[config.mk]
export PLATFORM = sky130hd
export DESIGN_NAME = ones_frame_accumulator
export DESIGN_NICKNAME = d
export VERILOG_FILES = /design/src/rtl/ones_frame_accumulator.sv
export SDC_FILE = /design/constraint.sdc
export NUM_CORES = 1
export LEC_CHECK = 0
export CAP_MARGIN = 10
export CORE_MARGIN = 3
export CORE_UTILIZATION = 25
export CTS_CLUSTER_DIAMETER = 150
export CTS_CLUSTER_SIZE = 28
export DETAILED_ROUTE_END_ITERATION = 6
export HOLD_SLACK_MARGIN = 0.15
export PLACE_DENSITY = 0.43
export SETUP_SLACK_MARGIN = 0.4
export SYNTH_ARGS = -nofsm -noshare
export SYNTH_HDL_FRONTEND = slang
export SYNTH_SLANG_ARGS = --single-unit
[constraint.sdc]
create_clock -name clk -period 2.45 [get_ports clk]
set_input_delay 0.3675 -clock clk [delete_from_list [all_inputs] [get_ports clk]]
set_output_delay 0.3675 -clock clk [all_outputs]
set_load 0.005 [all_outputs]
[src/rtl/ones_frame_accumulator.sv]
// Sums per-byte ones counts over a framed burst and holds the frame total,
// beat count and status flags on a valid/ready result handshake.
module ones_frame_accumulator #(
  parameter  int SUM_W     = 12,
  parameter  int MAX_BYTES = 256,
  parameter  int THRESH    = 1024,
  localparam int BC_W      = $clog2(MAX_BYTES + 1)
) (
  input  logic             clk,
  input  logic             rst_n,
  input  logic             cnt_valid,
  input  logic [3:0]       cnt_in,
  input  logic             cnt_last,
  output logic             cnt_ready,
  output logic             sum_valid,
  input  logic             out_ready,
  output logic [SUM_W-1:0] sum_out,
  output logic [BC_W-1:0]  beat_cnt,
  output logic             over_thresh,
  output logic             sat,
  output logic             trunc,
  output logic             range_err
);

  // state | meaning
  // ACCUM | collecting beats of the current frame
  // DONE  | holding the frame result until out_ready
  typedef enum logic {ACCUM = 1'b0, DONE = 1'b1} state_t;

  localparam logic [SUM_W:0]    SUM_MAX  = {1'b0, {SUM_W{1'b1}}};
  localparam logic [BC_W-1:0]   MAX_BC   = BC_W'(MAX_BYTES);
  localparam logic [31:0]       THRESH_U = 32'(THRESH);

  state_t           state_q, state_d;
  logic             ready_q, ready_d;
  logic             valid_q, valid_d;
  logic [SUM_W-1:0] sum_q, sum_d;
  logic [BC_W-1:0]  beat_q, beat_d;
  logic             over_q, over_d;
  logic             sat_q, sat_d;
  logic             trunc_q, trunc_d;
  logic             rerr_q, rerr_d;
  logic [SUM_W:0]   sum_ext;
  logic             accept;

  assign accept  = cnt_valid && ready_q && (state_q == ACCUM);
  assign sum_ext = {1'b0, sum_q} + {{(SUM_W - 3){1'b0}}, cnt_in};

  always_comb begin
    state_d = state_q;
    valid_d = valid_q;
    sum_d   = sum_q;
    beat_d  = beat_q;
    over_d  = over_q;
    sat_d   = sat_q;
    trunc_d = trunc_q;
    rerr_d  = rerr_q;
    case (state_q)
      ACCUM: begin
        if (accept) begin
          if (sum_ext > SUM_MAX) begin
            sum_d = '1;
            sat_d = 1'b1;
          end else begin
            sum_d = sum_ext[SUM_W-1:0];
          end
          if (cnt_in > 4'd8) rerr_d = 1'b1;
          beat_d = beat_q + 1'b1;
          // MAX_BYTES closes the frame even without cnt_last
          if (cnt_last || (beat_d == MAX_BC)) begin
            state_d = DONE;
            valid_d = 1'b1;
            trunc_d = !cnt_last;
            over_d  = ({{(32 - SUM_W){1'b0}}, sum_d} >= THRESH_U);
          end
        end
      end
      DONE: begin
        if (out_ready) begin
          state_d = ACCUM;
          valid_d = 1'b0;
          sum_d   = '0;
          beat_d  = '0;
          over_d  = 1'b0;
          sat_d   = 1'b0;
          trunc_d = 1'b0;
          rerr_d  = 1'b0;
        end
      end
      default: state_d = ACCUM;
    endcase
    // Registered so cnt_ready reads 0 while reset is held
    ready_d = (state_d == ACCUM);
  end

  always_ff @(posedge clk or negedge rst_n) begin
    if (!rst_n) begin
      state_q <= ACCUM;
      ready_q <= 1'b0;
      valid_q <= 1'b0;
      sum_q   <= '0;
      beat_q  <= '0;
      over_q  <= 1'b0;
      sat_q   <= 1'b0;
      trunc_q <= 1'b0;
      rerr_q  <= 1'b0;
    end else begin
      state_q <= state_d;
      ready_q <= ready_d;
      valid_q <= valid_d;
      sum_q   <= sum_d;
      beat_q  <= beat_d;
      over_q  <= over_d;
      sat_q   <= sat_d;
      trunc_q <= trunc_d;
      rerr_q  <= rerr_d;
    end
  end

  assign cnt_ready   = ready_q;
  assign sum_valid   = valid_q;
  assign sum_out     = sum_q;
  assign beat_cnt    = beat_q;
  assign over_thresh = over_q;
  assign sat         = sat_q;
  assign trunc       = trunc_q;
  assign range_err   = rerr_q;

endmodule

==> summary.md, run 1 <==
| Metric | Value |
|---|---|
| Via count | `approximately 1600` |
| Placer Congestion | `between 0.8 and 0.9` |
| Synth Register Bits | `28` |
| Nets | `around 240` |
| Via-to-Cell Ratio | `around 5.3` |
| # IOs | `36` |
| Mapped Avg Cell Area | `around 9.5 µm²` |
| Total CTS buffers | `3` |
| Core Util, Final | `0.3720` |
| Hold Slack | `between 0.4 and 0.5 ns` |
| CP arrival | `about 2.2 ns` |
| Cell Area, Synth | `between 1500 and 2000 µm²` |
| Pins Over Slew Limit | `0` |
| Die X | `87.16 µm` |
| First-pass iteration count of the detailed router | `5` |
| WL final | `about 4700 µm` |
| Diodes inserted | `0` |
| Grt peak-use layer | `met2` |
| Seq/Total Area, Yosys | `0.4255` |
| Crit Path Max Fanout | `4` |
| Die Area | `between 7000 and 8000 µm²` |
| Outcome | `complete, no violations` |
| Worst setup SP type | `input pin` |
| CTS H-Tree Depth | `1` |
| Met3 Resource Use GR | `0.01987` |
| Worst Setup End Kind | `flip-flop` |
| Vert. Die Dim | `a little under 90 µm` |
| Vias in the first global route | `~1600` |
| Gate Count Post-Synth | `about 170` |
| Initial antenna violation count | `0` |
| Port bufs | `35` |
| Reg2Reg Setup Slack | `approximately 0.42 ns` |
| Largest net degree at the start of global routing | `29` |
| Met1 GRT Util | `0.1966` |
| Final setup vio count | `0` |
| Gr ovfl total | `0` |
| Layout cell share with drive strength beyond 1 | `0.1847` |
| Async SR Flop Fraction | `1.000` |
| Clk slew on worst S/H paths | `roughly 0.1 ns` |
| Ys Warns | `0` |
| Hold Path Class | `in2async` |
| Least-Margin Pin Slew | `roughly 0.55 ns` |
| Number of flops mapped to enable cells by yosys | `0` |
| Clk sink count | `28` |
| Clk Latency, worst-skew pair | `0.28 ns` |
| Static leakage | `~0.99 nW` |
| PwrDens | `approximately 770 nW/µm²` |
| RSZ-0062 raised after global routing | `yes` |
| Cell Rows | `28` |
| Placed Cells | `just under 300` |
| CTS tree | `built` |
| Detailed-route DRC error count | `0` |
| Worst VDD drop | `approximately 370 µV` |
| First-pass GRT wire length | `8031 µm` |
| Clock root cell | `clkbuf_8` |
| Starting Density | `0.2686` |
| Final min period | `a little over 2 ns` |
| Grt met2 use | `0.2036` |
| Area Overhead vs Synth | `38.53%` |
| Synth Flop Type | `dfrtp_1` |
| Final hold vios | `0` |
| Max Freq | `a little under 500 MHz` |
| Clock Tree Buf Depth | `2` |
| DRT iter0 DRCs | `114` |
| Routed wire per std cell | `~16 µm` |
| Final ANT Viol Nets | `0` |
| Req. time, crit path | `2.62 ns` |
| Core Box Area | `approximately 6100 µm²` |
| Finished Layout Cells | `297` |
| Worst slew margin | `0.6312` |
| Post-DP HPWL | `approximately 3400 µm` |
| Distinct cells, synth | `43` |
| Post-Syn Nets | `between 150 and 200` |
| Clock skew | `a little over 0.005 ns` |
| Max-cap violations | `0` |
| Tcrit/Tclk final | `0.8352` |
| Crit Path Class | `in2reg` |
| Tot GR Track Use | `0.1327` |
-- critical path: stages --
cell and delay [ns]:
clkdlybuf4s50_1 0.43, ha_1 0.39, nand2b_4 0.12, a211oi_4 0.06
and3_4 0.19, buf_4 0.13, or3_1 0.30, a32o_1 0.23
-- stage by stage --
step / TNS [ns] / power, mW / setup WS (ns) / instance area (µm²)
finish: 0 / 1.756 / 0.4038 / 2281
global route: 0 / 1.886 / 0.3403 / 2281
CTS: 0 / 1.767 / 0.4089 / 2277
detailed placement: -0.1606 / 1.345 / -0.08539 / 2173
global placement: -0.04585 / 1.341 / -0.04585 / 2173
floorplan: 0 / 1.004 / 0.4022 / 1659
-- layer usage --
metal	part of all wire	vias up
li1	-	733
met1	0.50	768
met2	0.44	56
met3	0.056	4
met4	0.0089	0
met5	0	-
-- flip-flops by register name, summed over array words and instances, names as in the netlist --
name,count
trunc,1
state_q,1
beat_cnt,9
sum_out,12
sat,1
cnt_ready,1
sum_valid,1
over_thresh,1
range_err,1
-- cells by family (layout without fill, tap and decap cells) --
family / Yosys count / in the layout / synth area share
flops: 28 / 28 / 0.4255
buf+inv: 14 / 62 / 0.03496
compound gates: 57 / 57 / 0.2447
xor+xnor: 3 / 3 / 0.01596
simple gates: 66 / 66 / 0.2287
fa+ha+maj: 6 / 6 / 0.05015
-- placed cells by master, fill, tap and decap left out, drive strengths merged, types with 6 or more instances in the layout --
master,instances
dfrtp,28
clkdlybuf4s50,33
nand2,23
o21ai,19
and3,6
a21oi,9
nor2,11
buf,15
nand3,11
inv,8
-- cell usage after synthesis (all sizes together) (2+ instances only) --
cell type	instances	area share
clkbuf	2	0.0046
o21a	2	0.0099
buf	4	0.012
nand2b	2	0.0076
xor2	3	0.016
or3	3	0.011
inv	8	0.018
o311ai	2	0.011
nand4	4	0.024
a21oi	9	0.027
and2	2	0.0076
nand3	11	0.033
a211oi	4	0.026
o211ai	4	0.018
ha	5	0.038
a31oi	5	0.019
nor2	11	0.028
a21o	3	0.014
and3	6	0.033
o211a	2	0.012
o21ai	19	0.058
nand2	23	0.054
dfrtp	28	0.43
-- final timing paths --
kind / to / cells after the start / start
max in group asynchronous: sum_out[9]$_DFFE_PN0P_ / 2 / rst_n
setup / recovery: over_thresh$_DFFE_PN0P_ / 8 / cnt_in[2]
hold reg to reg: sum_valid$_DFFE_PN0P_ / 2 / sum_valid$_DFFE_PN0P_
min in group clk: sum_valid$_DFFE_PN0P_ / 2 / sum_valid$_DFFE_PN0P_
setup reg to reg: over_thresh$_DFFE_PN0P_ / 8 / sum_out[0]$_DFFE_PN0P_
hold / removal: beat_cnt[6]$_DFFE_PN0P_ / 2 / rst_n
-- final cells by class --
class                           instances  area (µm²)
Fill cell                             610        3850
Multi-Input combinational cell        132       924.6
Sequential cell                        28       700.7
Timing Repair Buffer                   50       460.4
Tap cell                               75       93.84
Clock buffer                            3       41.29
Clock inverter                          1       30.03
Inverter                                8       30.03
-- repair_timing --
action	CTS	global route
setup buffers	2	0
cloned	0	0
setup endpoints to repair	4	6
pin swaps	5	2
gates resized for setup	5	3
hold buffers	0	0
-- report_power, final --
group / switching, mW / internal, mW
Sequential: 0.108 / 0.545
Clock: 0.154 / 0.219
Combinational: 0.351 / 0.379
Total: 0.613 / 1.14
No activity file was read; power rests on OpenSTA's default activity.
==> run 2: changes to the inputs <==
clock period = 2.15 ns   (was 2.45 ns; I/O delays follow)
==> run 2 against run 1 <==
Effect of this change: utilization grew 3.7 points; non-clock buffer count rose by 14; count of clock-buffer cells in the layout did not move; sequential power grew 15%; sequential share of layout area fell by 2.7 points; critical path depth is the same; largest cell class unchanged; clock skew about the same; global-route usage increased by 0.47 points; cell count rose by 5.1%; critical endpoint unchanged; register-to-register slack got worse by 0.26 ns; combinational power increased by 51%.
==> summary.md, run 2 (synthesized netlist as in run 1, its figures left out) <==
| Metric | Value |
|---|---|
| Total CTS buffers | `3 (unchanged)` |
| Final hold vios | `0 (unchanged)` |
| Die X | `87.16 µm (unchanged)` |
| WL final | `4929 µm (was 4732 µm)` |
| Reg2Reg Setup Slack | `0.16 ns (was 0.42 ns)` |
| FF+latch area | `701.9 µm² (was 700.7 µm²)` |
| Clk Latency, worst-skew pair | `0.28 ns (about the same)` |
| First-pass iteration count of the detailed router | `4 (was 5)` |
| Static leakage | `1.091 nW (was 0.9889 nW)` |
| Most frequent cells in the layout | `clkdlybuf4s50_1 (31), dfrtp_1 (27), buf_4 (26) (was clkdlybuf4s50_1 (33), dfrtp_1 (28), nand2_1 (22))` |
| Worst VDD drop | `548.4 µV (was 374.4 µV)` |
| Final min period | `around 2 ns` |
| Req. time, crit path | `2.32 ns (was 2.62 ns)` |
| Least-Margin Pin Slew | `0.4264 ns (was 0.5526 ns)` |
| Tcrit/Tclk final | `0.9268` |
| Starting Density | `0.2686 (unchanged)` |
| Footprint of the multi-input gates | `1036 µm² (was 924.6 µm²)` |
| Die Area | `7596 µm² (unchanged)` |
| Post-DP HPWL | `3389 µm (was 3409 µm)` |
| Port bufs | `35 (unchanged)` |
| Tot GR Track Use | `0.1375 (was 0.1327)` |
| Area Overhead vs Synth | `52.28% (was 38.53%)` |
| Post-CTS Hold Buffers | `0 (unchanged)` |
| FF-to-FF Start | `sum_out[0]$_DFFE_PN0P_ (unchanged)` |
| Filler cell count | `622 (was 610)` |
| Clock Tree Buf Depth | `2 (unchanged)` |
| Cell Rows | `28 (unchanged)` |
| Worst r2r path cells | `8 (unchanged)` |
| Nets | `253 (was 238)` |
| Crit Path Class | `reg2reg (was in2reg)` |
| Clock root cell | `clkbuf_8 (unchanged)` |
| Pins Over Slew Limit | `0 (unchanged)` |
| Gr ovfl total | `0 (unchanged)` |
| Vert. Die Dim | `87.16 µm (unchanged)` |
| Outcome | `complete, no violations (unchanged)` |
| Core Util, Final | `0.4090 (was 0.3720)` |
| Clk slew on worst S/H paths | `0.11 ns (was 0.10 ns)` |
| Setup WS post-layout | `0.1574 ns (was 0.4038 ns)` |
| Final ANT Viol Nets | `0 (unchanged)` |
| Final setup vio count | `0 (unchanged)` |
| Diodes inserted | `0 (unchanged)` |
| Finished Layout Cells | `312 (was 297)` |
| Layout cell share with drive strength beyond 1 | `0.2911 (was 0.1847)` |
| First-pass GRT wire length | `8266 µm (was 8031 µm)` |
| Max-cap violations | `0 (unchanged)` |
| Initial antenna violation count | `0 (unchanged)` |
| Most common cell after layout, fill and taps aside | `clkdlybuf4s50_1 (unchanged)` |
| PwrDens | `909.7 nW/µm² (was 770.0 nW/µm²)` |
| Via count | `1592 (was 1561)` |
| DRT iter0 DRCs | `69 (was 114)` |
| CTS tree | `built (unchanged)` |
| Reg-to-Reg End | `over_thresh$_DFFE_PN0P_ (unchanged)` |
| Vias in the first global route | `1609 (was 1588)` |
| Worst Setup End Kind | `flip-flop (unchanged)` |
| Core Box Area | `6131 µm² (unchanged)` |
| Detailed-route DRC error count | `0 (unchanged)` |
| Pre-CTS setup slack | `-0.3333 ns (was -0.08539 ns)` |
| Max Freq | `roughly 500 MHz` |
| # IOs | `36 (unchanged)` |
| Placed Cells | `297 (was 291)` |
| Hold Slack | `0.4182 ns (was 0.4662 ns)` |
| Largest net degree at the start of global routing | `29 (unchanged)` |
| Routed wire per std cell | `15.80 µm (was 15.93 µm)` |
| Worst setup SP type | `flip-flop (was input pin)` |
| CTS H-Tree Depth | `1 (unchanged)` |
| Worst slew margin | `0.7136 (was 0.6312)` |
| CP arrival | `2.17 ns (was 2.22 ns)` |
| Clock skew | `0.005464 ns (was 0.005156 ns)` |
| Crit Path Max Fanout | `4 (unchanged)` |
| Clk sink count | `28 (unchanged)` |
| Placer Congestion | `0.8258 (was 0.8244)` |
| Hold Path Class | `in2async (unchanged)` |
| Largest register FFs | `12 (unchanged)` |
| RSZ-0062 raised after global routing | `yes (unchanged)` |
| Via-to-Cell Ratio | `5.103 (was 5.256)` |
==> run 2: cell types whose count changed in the layout (fill, tap and decap cells not counted), moves of 2 or more <==
cell,before,now
nand3_4,0,2
nand3_1,11,9
ha_1,3,1
buf_6,0,3
buf_4,15,26
o21ai_2,0,2
ha_4,1,3
dlygate4sd2_1,2,4
o21ai_0,16,14
clkdlybuf4s50_1,33,31
==> run 2: metrics by stage <==
stage               total power, mW  cell area [µm²]  TNS, ns
global placement              1.585             2223   -2.128
global route                  2.447             2507        0
CTS                           2.212             2435        0
detailed placement            1.585             2223   -2.250
finish                        2.281             2507        0
floorplan                     1.146             1670        0
==> run 2: layout make-up <==
type / count / share of cell area
clock buffers: 3 / 0.01647
clock inverters: 1 / 0.01198
inverters: 8 / 0.01198
multi-input cells: 133 / 0.4132
flip-flops and latches: 28 / 0.2799
well taps: 75 / 0.03743
repair buffers: 64 / 0.2290
==> run 2: worst max-delay path, stage by stage, from the launching register on <==
cell       delay, ns
dfrtp_1         0.37
ha_2            0.19
inv_2           0.04
fa_2            0.33
nand2b_4        0.16
a211oi_4        0.22
and3_4          0.23
o2111ai_2       0.09
a32o_1          0.25
==> run 2: worst max path at each step <==
stage / to / depth (start not counted) / startpoint / slack [ns]
finish: over_thresh$_DFFE_PN0P_ / 8 / sum_out[0]$_DFFE_PN0P_ / 0.16
global route: over_thresh$_DFFE_PN0P_ / 8 / sum_out[0]$_DFFE_PN0P_ / 0.05
CTS: over_thresh$_DFFE_PN0P_ / 8 / sum_out[0]$_DFFE_PN0P_ / 0.16
detailed placement: sum_out[8]$_DFFE_PN0P_ / 9 / cnt_in[0] / -0.33
global placement: over_thresh$_DFFE_PN0P_ / 9 / cnt_in[0] / -0.30
floorplan: over_thresh$_DFFE_PN0P_ / 8 / sum_out[0]$_DFFE_PN0P_ / 0.10
==> run 2: per-layer routing <==
metal	vias to the layer above	wire length (µm)	GRT usage
met4	0	91	0.03905
met2	40	2184	0.2043
met5	-	0	0
met3	10	196	0.02744
met1	774	2456	0.2016
li1	768	-	-
==> run 2: timing repair <==
item / in CTS / in global routing
cloned: 1 / 0
pin swaps: 9 / 8
gates resized for setup: 19 / 13
endpoints found under the setup margin: 14 / 15
buffers inserted: 8 / 2
hold endpoints to repair: 0 / 0
==> run 2: power by group <==
group          switching (mW)  internal (mW)
clock                   0.178          0.249
sequential              0.126          0.623
combinational           0.475          0.629
==> run 3: changes to the inputs <==
PLACE_DENSITY = unset   (was 0.43)
==> run 3 against run 2 <==
Effect of this change: global-route usage down 0.39 points; die area unchanged; highest routed layer unchanged; critical path depth stayed put; first-iteration DRC count is 2.9% lower; sequential cell count unchanged; sequential share of layout area up 0.53 points; sequential power about the same; largest cell class unchanged; non-clock buffer count fell by 5; largest power group unchanged; clock power increased by 2%; cell area shrank 1.8%; maximum frequency is 2.8% lower; critical path type unchanged; via count shrank 3.4%.
==> summary.md, run 3 (synthesized netlist as in run 1, its figures left out) <==
| Metric | Value |
|---|---|
| Outcome | `complete, no violations (unchanged)` |
| Final hold vios | `0 (unchanged)` |
| Port bufs | `35 (unchanged)` |
| Worst Setup End Kind | `flip-flop (unchanged)` |
| Die X | `87.16 µm (unchanged)` |
| Vias in the first global route | `1608 (was 1609)` |
| Largest net degree at the start of global routing | `29 (unchanged)` |
| Via count | `1538 (was 1592)` |
| Clk pwr share | `0.198 (was 0.187)` |
| Crit Path Max Fanout | `4 (unchanged)` |
| Worst slew margin | `0.7144 (was 0.7136)` |
| Crit Path Class | `reg2reg (unchanged)` |
| Static leakage | `1.065 nW (was 1.091 nW)` |
| Reg2Reg Setup Slack | `0.10 ns (was 0.16 ns)` |
| First-pass GRT wire length | `8004 µm (was 8266 µm)` |
| Detailed-route DRC error count | `0 (unchanged)` |
| Area Overhead vs Synth | `49.47% (was 52.28%)` |
| Clk Latency, worst-skew pair | `0.28 ns (about the same)` |
| Final setup vio count | `0 (unchanged)` |
| Post-DP HPWL | `3294 µm (was 3389 µm)` |
| Final ANT Viol Nets | `0 (unchanged)` |
| Worst setup SP type | `flip-flop (unchanged)` |
| Switching share of power | `0.3481 (was 0.3417)` |
| PwrDens | `893.7 nW/µm² (was 909.7 nW/µm²)` |
| First-pass iteration count of the detailed router | `4 (unchanged)` |
| Starting Density | `0.2686 (unchanged)` |
| WL final | `4953 µm (was 4929 µm)` |
| Vert. Die Dim | `87.16 µm (unchanged)` |
| Gr ovfl total | `0 (unchanged)` |
| Tot GR Track Use | `0.1336 (was 0.1375)` |
| Final min period | `2.050 ns (was 1.993 ns)` |
| Clk sink count | `28 (unchanged)` |
| Max Freq | `487.9 MHz (was 501.9 MHz)` |
| Via-to-Cell Ratio | `5.010 (was 5.103)` |
| Footprint of the multi-input gates | `1026 µm² (was 1036 µm²)` |
| Worst r2r path cells | `8 (unchanged)` |
| CP arrival | `2.23 ns (was 2.17 ns)` |
| Most common cell after layout, fill and taps aside | `clkdlybuf4s50_1 (unchanged)` |
| Die Area | `7596 µm² (unchanged)` |
| Routed wire per std cell | `16.13 µm (was 15.80 µm)` |
| FF-to-FF Start | `sum_out[0]$_DFFE_PN0P_ (unchanged)` |
| RSZ-0062 raised after global routing | `yes (unchanged)` |
| Logic pwr share | `0.461 (was 0.484)` |
| Reg power frac | `0.341 (was 0.328)` |
| CTS H-Tree Depth | `1 (unchanged)` |
| Clock skew | `0.005229 ns (was 0.005464 ns)` |
| FF+latch area | `701.9 µm² (unchanged)` |
| Placer Congestion | `0.8300 (was 0.8258)` |
| Layout cell share with drive strength beyond 1 | `0.2716 (was 0.2911)` |
| Hold Path Class | `in2async (unchanged)` |
| Hold Slack | `0.4166 ns (was 0.4182 ns)` |
| Tcrit/Tclk final | `0.9533 (was 0.9268)` |
| Least-Margin Pin Slew | `0.4253 ns (was 0.4264 ns)` |
| Diodes inserted | `0 (unchanged)` |
| Initial antenna violation count | `0 (unchanged)` |
| Design area | `2461 µm² (was 2507 µm²)` |
| CTS tree | `built (unchanged)` |
| P_sw | `0.7656 mW (was 0.7793 mW)` |
| Max-cap violations | `0 (unchanged)` |
| Reg-to-Reg End | `over_thresh$_DFFE_PN0P_ (unchanged)` |
| Clock root cell | `clkbuf_8 (unchanged)` |
| Finished Layout Cells | `307 (was 312)` |
| Clock Tree Buf Depth | `2 (unchanged)` |
| Placed Cells | `296 (was 297)` |
| Worst VDD drop | `476.6 µV (was 548.4 µV)` |
| Total CTS buffers | `3 (unchanged)` |
| DRT iter0 DRCs | `67 (was 69)` |
| Core Box Area | `6131 µm² (unchanged)` |
| Clk slew on worst S/H paths | `0.11 ns (about the same)` |
| Nets | `248 (was 253)` |
| Filler cell count | `602 (was 622)` |
| Placed inst area | `2216 µm² (was 2223 µm²)` |
| Pint | `1.434 mW (was 1.502 mW)` |
| # IOs | `36 (unchanged)` |
| Largest register FFs | `12 (unchanged)` |
| Most frequent cells in the layout | `clkdlybuf4s50_1 (32), dfrtp_1 (27), nand2_1 (22) (was clkdlybuf4s50_1 (31), dfrtp_1 (27), buf_4 (26))` |
| Pins Over Slew Limit | `0 (unchanged)` |
| Req. time, crit path | `2.33 ns (was 2.32 ns)` |
| Cell Rows | `28 (unchanged)` |
[run 3: final cells by class]
class | instances | share of cell area
Clock buffer | 3 | 0.01678
Sequential cell | 28 | 0.2852
Inverter | 8 | 0.01220
Tap cell | 75 | 0.03813
Timing Repair Buffer | 59 | 0.2186
Multi-Input combinational cell | 133 | 0.4169
Clock inverter | 1 | 0.01220
[run 3: through the flow]
step / utilization / setup TNS, ns / power [mW] / worst slack, ns
detailed placement: 0.3614 / -2.298 / 1.569 / -0.3254
floorplan: - / 0 / 1.146 / 0.1022
global route: 0.4014 / 0 / 2.334 / 0.02646
global placement: 0.3614 / -1.911 / 1.558 / -0.3026
finish: 0.4014 / 0 / 2.200 / 0.1003
CTS: 0.3888 / 0 / 2.126 / 0.1333
[run 3: per-layer routing]
metal,part of all wire,global-route usage,up-vias
li1,-,-,755
met3,0.048,0.03311,4
met5,0,0,-
met2,0.51,0.2326,34
met1,0.44,0.1648,745
met4,0.0077,0.03347,0
[run 3: repair_timing]
action,in CTS,in global routing
buffers inserted,2,4
hold buffers,0,0
pin swaps,10,8
endpoints found under the setup margin,14,15
resized for setup,18,10
cloned,1,0
[run 3: worst max path at each step]
stage                                 from                 endpoint  slack [ns]  depth (start not counted)
finish              sum_out[0]$_DFFE_PN0P_  over_thresh$_DFFE_PN0P_        0.10                          8
global route        sum_out[0]$_DFFE_PN0P_  over_thresh$_DFFE_PN0P_        0.03                          8
CTS                 sum_out[0]$_DFFE_PN0P_  over_thresh$_DFFE_PN0P_        0.13                          8
detailed placement               cnt_in[0]  over_thresh$_DFFE_PN0P_       -0.33                          9
global placement                 cnt_in[0]  over_thresh$_DFFE_PN0P_       -0.30                          9
floorplan           sum_out[0]$_DFFE_PN0P_  over_thresh$_DFFE_PN0P_        0.10                          8
[run 3: power groups by stage]
stage	sequential [mW]	clock, mW	combinational [mW]
floorplan	0.733	0	0.413
global placement	0.751	0	0.807
detailed placement	0.751	0	0.818
CTS	0.747	0.442	0.937
global route	0.770	0.456	1.11
finish	0.749	0.436	1.01
[run 3: critical path: stages, from the launching register on]
cell	delay, ns
dfrtp_1	0.39
ha_2	0.20
inv_2	0.04
fa_2	0.36
nand2b_4	0.17
a211oi_4	0.23
and3_4	0.24
o2111ai_2	0.09
a32o_1	0.23
